$ cat src/rtl/day_display_pkg.sv
// Shared letter codes, segment patterns and scan-state type for the day display.
// The day-setting stage uses the same letter-code constants.
package day_display_pkg;

    localparam logic [3:0] LTR_SPACE = 4'd0;
    localparam logic [3:0] LTR_A     = 4'd1;
    localparam logic [3:0] LTR_D     = 4'd2;
    localparam logic [3:0] LTR_E     = 4'd3;
    localparam logic [3:0] LTR_F     = 4'd4;
    localparam logic [3:0] LTR_H     = 4'd5;
    localparam logic [3:0] LTR_I     = 4'd6;
    localparam logic [3:0] LTR_N     = 4'd7;
    localparam logic [3:0] LTR_O     = 4'd8;
    localparam logic [3:0] LTR_P     = 4'd9;
    localparam logic [3:0] LTR_R     = 4'd10;
    localparam logic [3:0] LTR_S     = 4'd11;
    localparam logic [3:0] LTR_T     = 4'd12;
    localparam logic [3:0] LTR_U     = 4'd13;

    // Active-high patterns, bit order {g,f,e,d,c,b,a}
    localparam logic [6:0] SEG_SPACE = 7'h00;
    localparam logic [6:0] SEG_A     = 7'h77;
    localparam logic [6:0] SEG_D     = 7'h5E;
    localparam logic [6:0] SEG_E     = 7'h79;
    localparam logic [6:0] SEG_F     = 7'h71;
    localparam logic [6:0] SEG_H     = 7'h76;
    localparam logic [6:0] SEG_I     = 7'h30;
    localparam logic [6:0] SEG_N     = 7'h54;
    localparam logic [6:0] SEG_O     = 7'h5C;
    localparam logic [6:0] SEG_P     = 7'h73;
    localparam logic [6:0] SEG_R     = 7'h50;
    localparam logic [6:0] SEG_S     = 7'h6D;
    localparam logic [6:0] SEG_T     = 7'h78;
    localparam logic [6:0] SEG_U     = 7'h3E;
    localparam logic [6:0] SEG_DASH  = 7'h40;

    localparam logic [3:0] AN_ALL_OFF  = 4'hF;
    localparam logic [6:0] SEG_ALL_OFF = 7'h7F;

    typedef enum logic {
        SCAN_GUARD = 1'b0,
        SCAN_DRIVE = 1'b1
    } scanState_e;

endpackage

$ cat src/rtl/letter_seg_decode.sv
// Combinational letter-code to active-high 7-segment pattern decoder.
// Undefined codes render as a dash.
module letter_seg_decode
    import day_display_pkg::*;
(
    input  logic [3:0] code,
    output logic [6:0] pattern
);

    always_comb begin
        // NOTE: every path assigns pattern (default first), so no latch is inferred.
        pattern = SEG_DASH;
        case (code)
            LTR_SPACE: pattern = SEG_SPACE;
            LTR_A:     pattern = SEG_A;
            LTR_D:     pattern = SEG_D;
            LTR_E:     pattern = SEG_E;
            LTR_F:     pattern = SEG_F;
            LTR_H:     pattern = SEG_H;
            LTR_I:     pattern = SEG_I;
            LTR_N:     pattern = SEG_N;
            LTR_O:     pattern = SEG_O;
            LTR_P:     pattern = SEG_P;
            LTR_R:     pattern = SEG_R;
            LTR_S:     pattern = SEG_S;
            LTR_T:     pattern = SEG_T;
            LTR_U:     pattern = SEG_U;
            default:   pattern = SEG_DASH;
        endcase
    end

endmodule

$ cat src/rtl/day_display_scan.sv
// Scanned 4-digit common-anode driver for day-of-week letters with guard gaps
// and frame-boundary updates. Define DAY_DISPLAY_BLINK_EN for edit blinking.
module day_display_scan
    import day_display_pkg::*;
#(
    parameter int REFRESH_DIV  = 50000,
    parameter int GUARD        = 500,
    parameter int BLINK_FRAMES = 64
) (
    input  logic       clk,
    input  logic       reset,
    input  logic       load,
    input  logic [3:0] letter0,
    input  logic [3:0] letter1,
    input  logic [3:0] letter2,
    input  logic [3:0] letter3,
    input  logic       blank,
    input  logic       edit,
    output logic [3:0] an_n,
    output logic [6:0] seg_n,
    output logic       frame
);

    localparam int CW = $clog2(REFRESH_DIV);
    localparam logic [CW-1:0] SLOT_LAST  = CW'(REFRESH_DIV - 1);
    localparam logic [CW-1:0] GUARD_LAST = CW'(GUARD - 1);

    scanState_e      state, stateNext;
    logic [CW-1:0]   counter;
    logic [1:0]      digit;
    logic            slotEnd, boundary;
    logic [3:0][3:0] letterIn, shadow, active;
    logic            pending;
    logic [6:0]      segPattern;
    logic            blinkOff;

    assign letterIn = {letter3, letter2, letter1, letter0};

    always_comb begin
        stateNext = state;
        slotEnd   = (counter == SLOT_LAST);
        boundary  = 1'b0;
        case (state)
            SCAN_GUARD: if (counter == GUARD_LAST) stateNext = SCAN_DRIVE;
            SCAN_DRIVE: begin
                if (slotEnd) stateNext = SCAN_GUARD;
                boundary = slotEnd && (digit == 2'd3);
            end
            default: stateNext = SCAN_GUARD;
        endcase
    end

    // NOTE: sequential state uses non-blocking assignments so every register
    // samples pre-edge values regardless of statement order.
    always_ff @(posedge clk or posedge reset) begin
        if (reset) begin
            state   <= SCAN_GUARD;
            counter <= '0;
            digit   <= 2'd0;
        end else begin
            state   <= stateNext;
            counter <= slotEnd ? '0 : counter + 1'b1;
            if (slotEnd) digit <= digit + 2'd1;
        end
    end

    // NOTE: the letter stores are a handful of flops, so they are reset to
    // space rather than left uninitialised like a RAM would be.
    always_ff @(posedge clk or posedge reset) begin
        if (reset) begin
            shadow  <= '0;
            active  <= '0;
            pending <= 1'b0;
        end else begin
            if (load) shadow <= letterIn;
            if (boundary) begin
                // A load in the boundary cycle bypasses shadow so it is not lost.
                if (load)         active <= letterIn;
                else if (pending) active <= shadow;
                pending <= 1'b0;
            end else if (load) begin
                pending <= 1'b1;
            end
        end
    end

    letter_seg_decode u_decode (
        .code    (active[digit]),
        .pattern (segPattern)
    );

`ifdef DAY_DISPLAY_BLINK_EN
    localparam int FW = (BLINK_FRAMES > 1) ? $clog2(BLINK_FRAMES) : 1;
    logic [FW-1:0] frameCnt;
    logic          phaseOff;

    // Leaving edit restarts the blink cycle so the next edit begins "on".
    always_ff @(posedge clk or posedge reset) begin
        if (reset) begin
            frameCnt <= '0;
            phaseOff <= 1'b0;
        end else if (!edit) begin
            frameCnt <= '0;
            phaseOff <= 1'b0;
        end else if (boundary) begin
            if (frameCnt == FW'(BLINK_FRAMES - 1)) begin
                frameCnt <= '0;
                phaseOff <= ~phaseOff;
            end else begin
                frameCnt <= frameCnt + 1'b1;
            end
        end
    end

    assign blinkOff = edit & phaseOff;
`else
    localparam int unusedBlinkFrames = BLINK_FRAMES;
    logic unusedEdit;
    assign unusedEdit = edit;
    assign blinkOff   = 1'b0;
`endif

    always_ff @(posedge clk or posedge reset) begin
        if (reset) begin
            an_n  <= AN_ALL_OFF;
            seg_n <= SEG_ALL_OFF;
            frame <= 1'b0;
        end else begin
            frame <= boundary;
            if (blank || state == SCAN_GUARD) begin
                an_n  <= AN_ALL_OFF;
                seg_n <= SEG_ALL_OFF;
            end else begin
                an_n  <= ~(4'b1000 >> digit);
                seg_n <= blinkOff ? SEG_ALL_OFF : ~segPattern;
            end
        end
    end

endmodule

$ cat config.mk
export PLATFORM = sky130hd
export DESIGN_NAME = day_display_scan
export DESIGN_NICKNAME = d
export VERILOG_FILES = /design/src/rtl/day_display_pkg.sv /design/src/rtl/letter_seg_decode.sv /design/src/rtl/day_display_scan.sv
export SDC_FILE = /design/constraint.sdc
export NUM_CORES = 1
export LEC_CHECK = 0
export ABC_AREA = 1
export CAP_MARGIN = 20
export CELL_PAD_IN_SITES_DETAIL_PLACEMENT = 1
export CELL_PAD_IN_SITES_GLOBAL_PLACEMENT = 1
export CORE_ASPECT_RATIO = 0.6
export CORE_UTILIZATION = 38
export DETAILED_ROUTE_END_ITERATION = 8
export PLACE_DENSITY = 0.74
export SLEW_MARGIN = 5
export SYNTH_ARGS = -nofsm -noshare
export SYNTH_HDL_FRONTEND = slang
export SYNTH_SLANG_ARGS = --single-unit
$ cat constraint.sdc
create_clock -name clk -period 2.3 [get_ports clk]
set_clock_uncertainty 0.2 [all_clocks]
set_input_delay 0.46 -clock clk [delete_from_list [all_inputs] [get_ports clk]]
set_output_delay 0.46 -clock clk [all_outputs]
set_load 0.01 [all_outputs]
# Yosys cells after proc, flatten, opt, wreduce, memory -nomap -nowiden
# Memory sizes are Yosys's and may differ from the RTL's.
# Index checks and enable logic that the tools add are counted.
[op_classes] bitwise_logic=3 shifts=1 n_reduce_logical=5 mux=13 add_sub_neg=2 magnitude_cmp=1 n_eq_ne=3 n_div=0 multipliers=0
[ops] operator="$mux W16" n=3
[ops] operator="$add A16 B1 Y16 const B" n=1
[ops] operator="$eq A16 B16 Y1 const B" n=1
[ops] operator="$eq A16 B9 Y1 const B" n=1
[ops] operator="$bmux W4 S2" n=1
[ops] operator="$mux W4" n=2
[ops] operator="$mux W7" n=1
[ops] operator="$not A7 Y7" n=1
[ops] operator="$mux W1" n=5
[ops] operator="$not A4 Y4" n=1
[ops] operator="$reduce_bool A2 Y1" n=2
[ops] operator="$shr A4 B2 Y4 const A" n=1
[ops] operator="$lt A2 B3 Y1 const B" n=1
[ops] operator="$add A2 B1 Y2 const B" n=1
[ops] operator="$eq A2 B2 Y1 const B" n=1
[ops] operator="$pmux W1 S2" n=1
[ops] operator="$reduce_and A2 Y1" n=1
[ops] operator="$logic_and A1 B1 Y1" n=1
[ops] operator="$logic_or A1 B1 Y1" n=1
[ops] operator="$not A1 Y1" n=1
[totals] rom_bits=112 ramBits=0 latchBits=0 mem_count=1 reg_bits=64
[mem_list] memory="(no name shown)" words=16 word_bits=7 read_ports=1 rd_clocked_by_memory_dff=0 write_ports=0 line_no="letter_seg_decode.sv:13" source="case (code)"

# Depth between registers and ports, before layout
# An unclocked memory read counts as a cell.
[depth] ltp_word=5 depth_mapped=12

# Cells and area by module
# From an unflattened synthesis, not the netlist that was laid out.
[unflattened] hier_cells=384 area_unflattened_um2=3163.0
[modules_own_cells] module="day_display_scan" area_each_um2=2889.0 instances=1 cells_each=333 seq_area_each_um2=1615.3
[modules_own_cells] module="letter_seg_decode" area_each_um2=274.0 instances=1 cells_each=51 seq_area_each_um2=0.0

# Worst setup path before layout
# No wires, ideal clock.
[synth_path] path_kind="reg-to-reg" start="reg digit[0]" end="reg seg_n[1]" n_path_buf=1 arrival_time_ns=1.508 path_slack_ns=0.492 stages_incl_launch_ff=13 setup_time_ns=0.100 required_time_ns=2.000 path_cell_list="dfrtp_1 buf_2 nand2_1 nand2_1 nand2_1 nand2_1 inv_1 ha_1 inv_1 nor2_1 nor2_1 nand2_1 nand3_1"
[synth_via] elab_chain_len=5
[synth_lines] item="start, declared" line_no="day_display_scan.sv:30" source="logic [1:0] digit;"
[synth_lines] item="start signal, assigned" line_no="day_display_scan.sv:63" source="if (slotEnd) digit <= digit + 2'd1;"
[synth_lines] item="$bmux W4 S2" line_no="day_display_scan.sv:88" source=".code (active[digit]),"
[synth_lines] item="$mux W4 (not written as such)" line_no="day_display_scan.sv:88"
[synth_lines] item="$mem_v2 Z16 W7"
[synth_lines] item="$not A7 Y7" line_no="day_display_scan.sv:135" source="seg_n <= blinkOff ? SEG_ALL_OFF : ~segPattern;"
[synth_lines] item="$mux W7" line_no="day_display_scan.sv:130" source="if (blank || state == SCAN_GUARD) begin"
[synth_lines] item="end signal, assigned" line_no="day_display_scan.sv:135"
[synth_lines] item="end, declared" line_no="day_display_scan.sv:20" source="output logic [6:0] seg_n,"
# Every way passes these cells. The select of a mux whose other input is x is not followed.
# A chain may end at the register's enable or synchronous reset.

# Worst setup path in the final report
[layout_path] start="reg digit[0]" end="reg seg_n[2]"
# Same word-level chain as after synthesis.

==> results.sh <==
export IMPL_detail_route_first_pass_iterations=4
export IMPL_number_of_rows_created_at_floorplan=25
export IMPL_number_of_failing_hold_endpoints_at_the_final_stage=0
export IMPL_portBuffers=31
export IMPL_synth_cells=387
export IMPL_timing_slew_headroom_pct=67.4
export IMPL_number_of_buffers_created_by_cts=9
export IMPL_die_height_um=72.5
export IMPL_route_antenna_remaining_nets=0
export IMPL_via_count_of_the_first_global_routing_pass=2552
export IMPL_grt_first_pass_wirelength_um=12800
export IMPL_pwr_density_cell_nw_per_um2=697
export IMPL_max_freq_ghz=0.487
export IMPL_cellLeakagePower_nw=2.01
export IMPL_max_vdd_ir_drop_mv=0.353
export IMPL_netlist_top_cell_by_area="sky130_fd_sc_hd__dfrtp_1"
export IMPL_rsz0062_at_grt="false"
export IMPL_timing_critical_path_required_ps=2370
export IMPL_yosysWarningCount=0
export IMPL_period_needed_ps=2050
export IMPL_grt_antenna_before_repair=0
export IMPL_total_power_mw=2.75
export IMPL_placeable_core_area_um2=7950
export IMPL_min_delay_start="active[2]$_DFFE_PP0P_"
export IMPL_clock_tree_from_tritoncts="built"
export IMPL_die_outline_area_um2=8660
export IMPL_synth_cell_types=28
export IMPL_design_portCount=33
export IMPL_yosysSeqAreaShare_pct=51.4
export IMPL_drt_total_wl_um=7600
export IMPL_antenna_diode_count=0
export IMPL_crit_reg2reg_capture="seg_n[2]$_DFF_PP1_"
export IMPL_number_of_buffers_inserted_by_post_cts_setup_repair=0
export IMPL_avgViaCountPerCell=4.75
export IMPL_design_final_nets=461
export IMPL_clock_insertion_delay_worst_skew_ps=340
export IMPL_cts_root_to_sink_buffers=2
export IMPL_r2r_setup_slack_ps=250
export IMPL_postSynthRegisterBits=64
export IMPL_post_route_period_util_pct=89.2
export IMPL_cts_hold_buffers=0
export IMPL_final_max_slew_viol_count=0
export IMPL_timing_critical_path_fanout_max=12
export IMPL_hold_class="flip-flop to flip-flop"
export IMPL_hpwlAfterDp_um=5570
export IMPL_rr_worst_depth=12
export IMPL_worstSetupPathType="flip-flop to flip-flop"
export IMPL_holdPathEnd="active[2]$_DFFE_PP0P_"
export IMPL_htreeDepth=3
export IMPL_chipWidth_um=119
export IMPL_buffer_type_at_the_clock_tree_root="sky130_fd_sc_hd__clkbuf_16"
export IMPL_worst_slew_pin_transition_ps=489
export IMPL_worst_hold_path_num_cells=2
export IMPL_critical_path_startpoint_type="flip-flop"
export IMPL_regToRegStartpoint="digit[0]$_DFFE_PP0N_"
export IMPL_worst_setup_path_end_kind="flip-flop"
export IMPL_clkSinkCount=64
export IMPL_layout_area_overhead_vs_synth_pct=25.7
export IMPL_finalWeightedCongestion=0.809
export IMPL_arrival_ps=2120
export IMPL_tns_ps=0
export IMPL_grt_use_total_pct=19.8
export IMPL_grt_start_max_net_pins=65
export IMPL_initial_utilization_pct=39.6
export IMPL_cap_viol_max_count=0
export IMPL_finalSetupViolCount=0
export IMPL_synth_top_cells_by_area="sky130_fd_sc_hd__dfrtp_1 (42%), sky130_fd_sc_hd__nand2_1 (20%), sky130_fd_sc_hd__dfstp_2 (9.2%), sky130_fd_sc_hd__nand3_1 (5.9%), sky130_fd_sc_hd__ha_1 (4.0%)"
export IMPL_post_cts_resized=0
export IMPL_syn_nets=418
export IMPL_detailroute_via_count=2579
export IMPL_syn_mean_instance_area_um2=8.13
export IMPL_layout_drive_gt1_share_pct=12.2
export IMPL_syn_cell_area_um2=3150
export IMPL_route_detailed_drc=0
export IMPL_drt_wirelength_per_cell_um=14.0
export IMPL_clkSlewWorstSetupHoldPaths_ps=60
export IMPL_grt_overflow=0
export IMPL_dr_first_iter_drc_count=134
export IMPL_result_of_the_run="completed"
export IMPL_synth_largest_type_area_fraction_pct=42.2
layout make-up:
| class | count | area (um^2) |
|---|---|---|
| fill | 959 | 3990 |
| timing repair buffer | 40 | 390 |
| clock buffer | 10 | 239 |
| clock inverter | 6 | 92.6 |
| inverter | 35 | 131 |
| multi-input combinational | 280 | 1350 |
| tap | 108 | 135 |
| sequential | 64 | 1620 |
sequential cells by signal, indices dropped and copies added (netlist names):
name,count
an_n,4
state,1
frame,1
pending,1
seg_n,7
counter,16
digit,2
active,16
shadow,16
logic make-up after synthesis:
group / Yosys count / synth area share (%)
fa+ha+maj: 10 / 3.98
simple gates: 254 / 35.3
xor+xnor: 8 / 2.23
compound gates: 8 / 1.39
flops: 64 / 51.4
buf+inv: 43 / 5.77
cells in the mapped netlist:
cell	n
sky130_fd_sc_hd__a21boi_0	1
sky130_fd_sc_hd__a21oi_1	2
sky130_fd_sc_hd__a31oi_1	1
sky130_fd_sc_hd__and3_1	1
sky130_fd_sc_hd__buf_2	4
sky130_fd_sc_hd__buf_6	2
sky130_fd_sc_hd__clkbuf_1	2
sky130_fd_sc_hd__clkinv_1	1
sky130_fd_sc_hd__dfrtp_1	53
sky130_fd_sc_hd__dfstp_2	11
sky130_fd_sc_hd__ha_1	10
sky130_fd_sc_hd__inv_1	32
sky130_fd_sc_hd__inv_2	2
sky130_fd_sc_hd__nand2_1	165
sky130_fd_sc_hd__nand2_2	4
sky130_fd_sc_hd__nand3_1	37
sky130_fd_sc_hd__nand3_4	1
sky130_fd_sc_hd__nand4_1	3
sky130_fd_sc_hd__nand4_4	1
sky130_fd_sc_hd__nor2_1	27
sky130_fd_sc_hd__nor2_2	2
sky130_fd_sc_hd__nor2_4	3
sky130_fd_sc_hd__nor2_8	1
sky130_fd_sc_hd__nor3_1	6
sky130_fd_sc_hd__nor4_1	1
sky130_fd_sc_hd__o21ai_0	4
sky130_fd_sc_hd__or2_2	2
sky130_fd_sc_hd__xor2_1	8
layer usage:
metal	GRT usage, %	wire (um)	vias up	share of wire, %
li1	-	-	1289	-
met1	27.9	4050	1231	53
met2	28.1	3110	47	41
met3	6.37	325	12	4.3
met4	8.06	123	0	1.6
met5	0	0	-	0
where the power goes:
| part | switching (mW) | internal [mW] | leakage (nW) | total [mW] |
|---|---|---|---|---|
| Sequential | 0.00709 | 1.15 | 0.808 | 1.16 |
| Clock | 0.512 | 0.980 | 0.155 | 1.49 |
| Combinational | 0.0587 | 0.0443 | 1.05 | 0.103 |
per-stage QoR:
stage / hold WS (ps) / std cells / cell area, um^2 / utilization [%] / worst slack [ps]
3_5_place_dp: 263 / 527 / 3620 / 45.6 / 122
4_1_cts: 274 / 543 / 3950 / 49.7 / 238
3_3_place_gp: 255 / 527 / 3620 / 45.6 / 164
6_report: 274 / 543 / 3950 / 49.7 / 248
2_1_floorplan: 233 / 387 / 3150 / - / 60.1
5_1_grt: 296 / 543 / 3950 / 49.7 / 72.6
layout by cell type (no fill, tap or decap), types with 2 or more instances in the layout:
cell type                           n
sky130_fd_sc_hd__nand2_2            4
sky130_fd_sc_hd__clkinv_4           2
sky130_fd_sc_hd__nor2_1            27
sky130_fd_sc_hd__dfstp_2           11
sky130_fd_sc_hd__nand4_1            3
sky130_fd_sc_hd__inv_1             31
sky130_fd_sc_hd__nand3_1           37
sky130_fd_sc_hd__nor2_2             2
sky130_fd_sc_hd__bufinv_16          2
sky130_fd_sc_hd__or2_2              2
sky130_fd_sc_hd__clkbuf_16          9
sky130_fd_sc_hd__ha_1              10
sky130_fd_sc_hd__xor2_1             8
sky130_fd_sc_hd__buf_4              8
sky130_fd_sc_hd__nor3_1             6
sky130_fd_sc_hd__clkinvlp_4         2
sky130_fd_sc_hd__nor2_4             3
sky130_fd_sc_hd__nand2_1          165
sky130_fd_sc_hd__a21oi_1            2
sky130_fd_sc_hd__clkdlybuf4s50_1   31
sky130_fd_sc_hd__inv_2              3
sky130_fd_sc_hd__dfrtp_1           53
sky130_fd_sc_hd__o21ai_0            4
critical path, stage by stage (launching register included):
cell	delay (ps)
sky130_fd_sc_hd__dfrtp_1	350
sky130_fd_sc_hd__buf_4	190
sky130_fd_sc_hd__nand2_1	70
sky130_fd_sc_hd__nand2_1	60
sky130_fd_sc_hd__nand2_1	40
sky130_fd_sc_hd__nand2_1	180
sky130_fd_sc_hd__inv_1	120
sky130_fd_sc_hd__ha_1	310
sky130_fd_sc_hd__inv_1	80
sky130_fd_sc_hd__nor2_1	70
sky130_fd_sc_hd__nor2_1	150
sky130_fd_sc_hd__nand2_1	70
sky130_fd_sc_hd__nand3_1	80
how the worst max path moves through the flow:
stage,startpoint,to,slack [ps],cells after the start
finish,digit[0]$_DFFE_PP0N_,seg_n[2]$_DFF_PP1_,250,12
global route,digit[0]$_DFFE_PP0N_,seg_n[1]$_DFF_PP1_,70,12
CTS,an_n[1]$_DFF_PP1_,an_n[1],240,1
detailed placement,load,active[7]$_DFFE_PP0P_,120,6
global placement,load,active[2]$_DFFE_PP0P_,160,6
floorplan,reset,active[0]$_DFFE_PP0P_,60,1
Note: power is estimated with default switching activity, not from simulation.
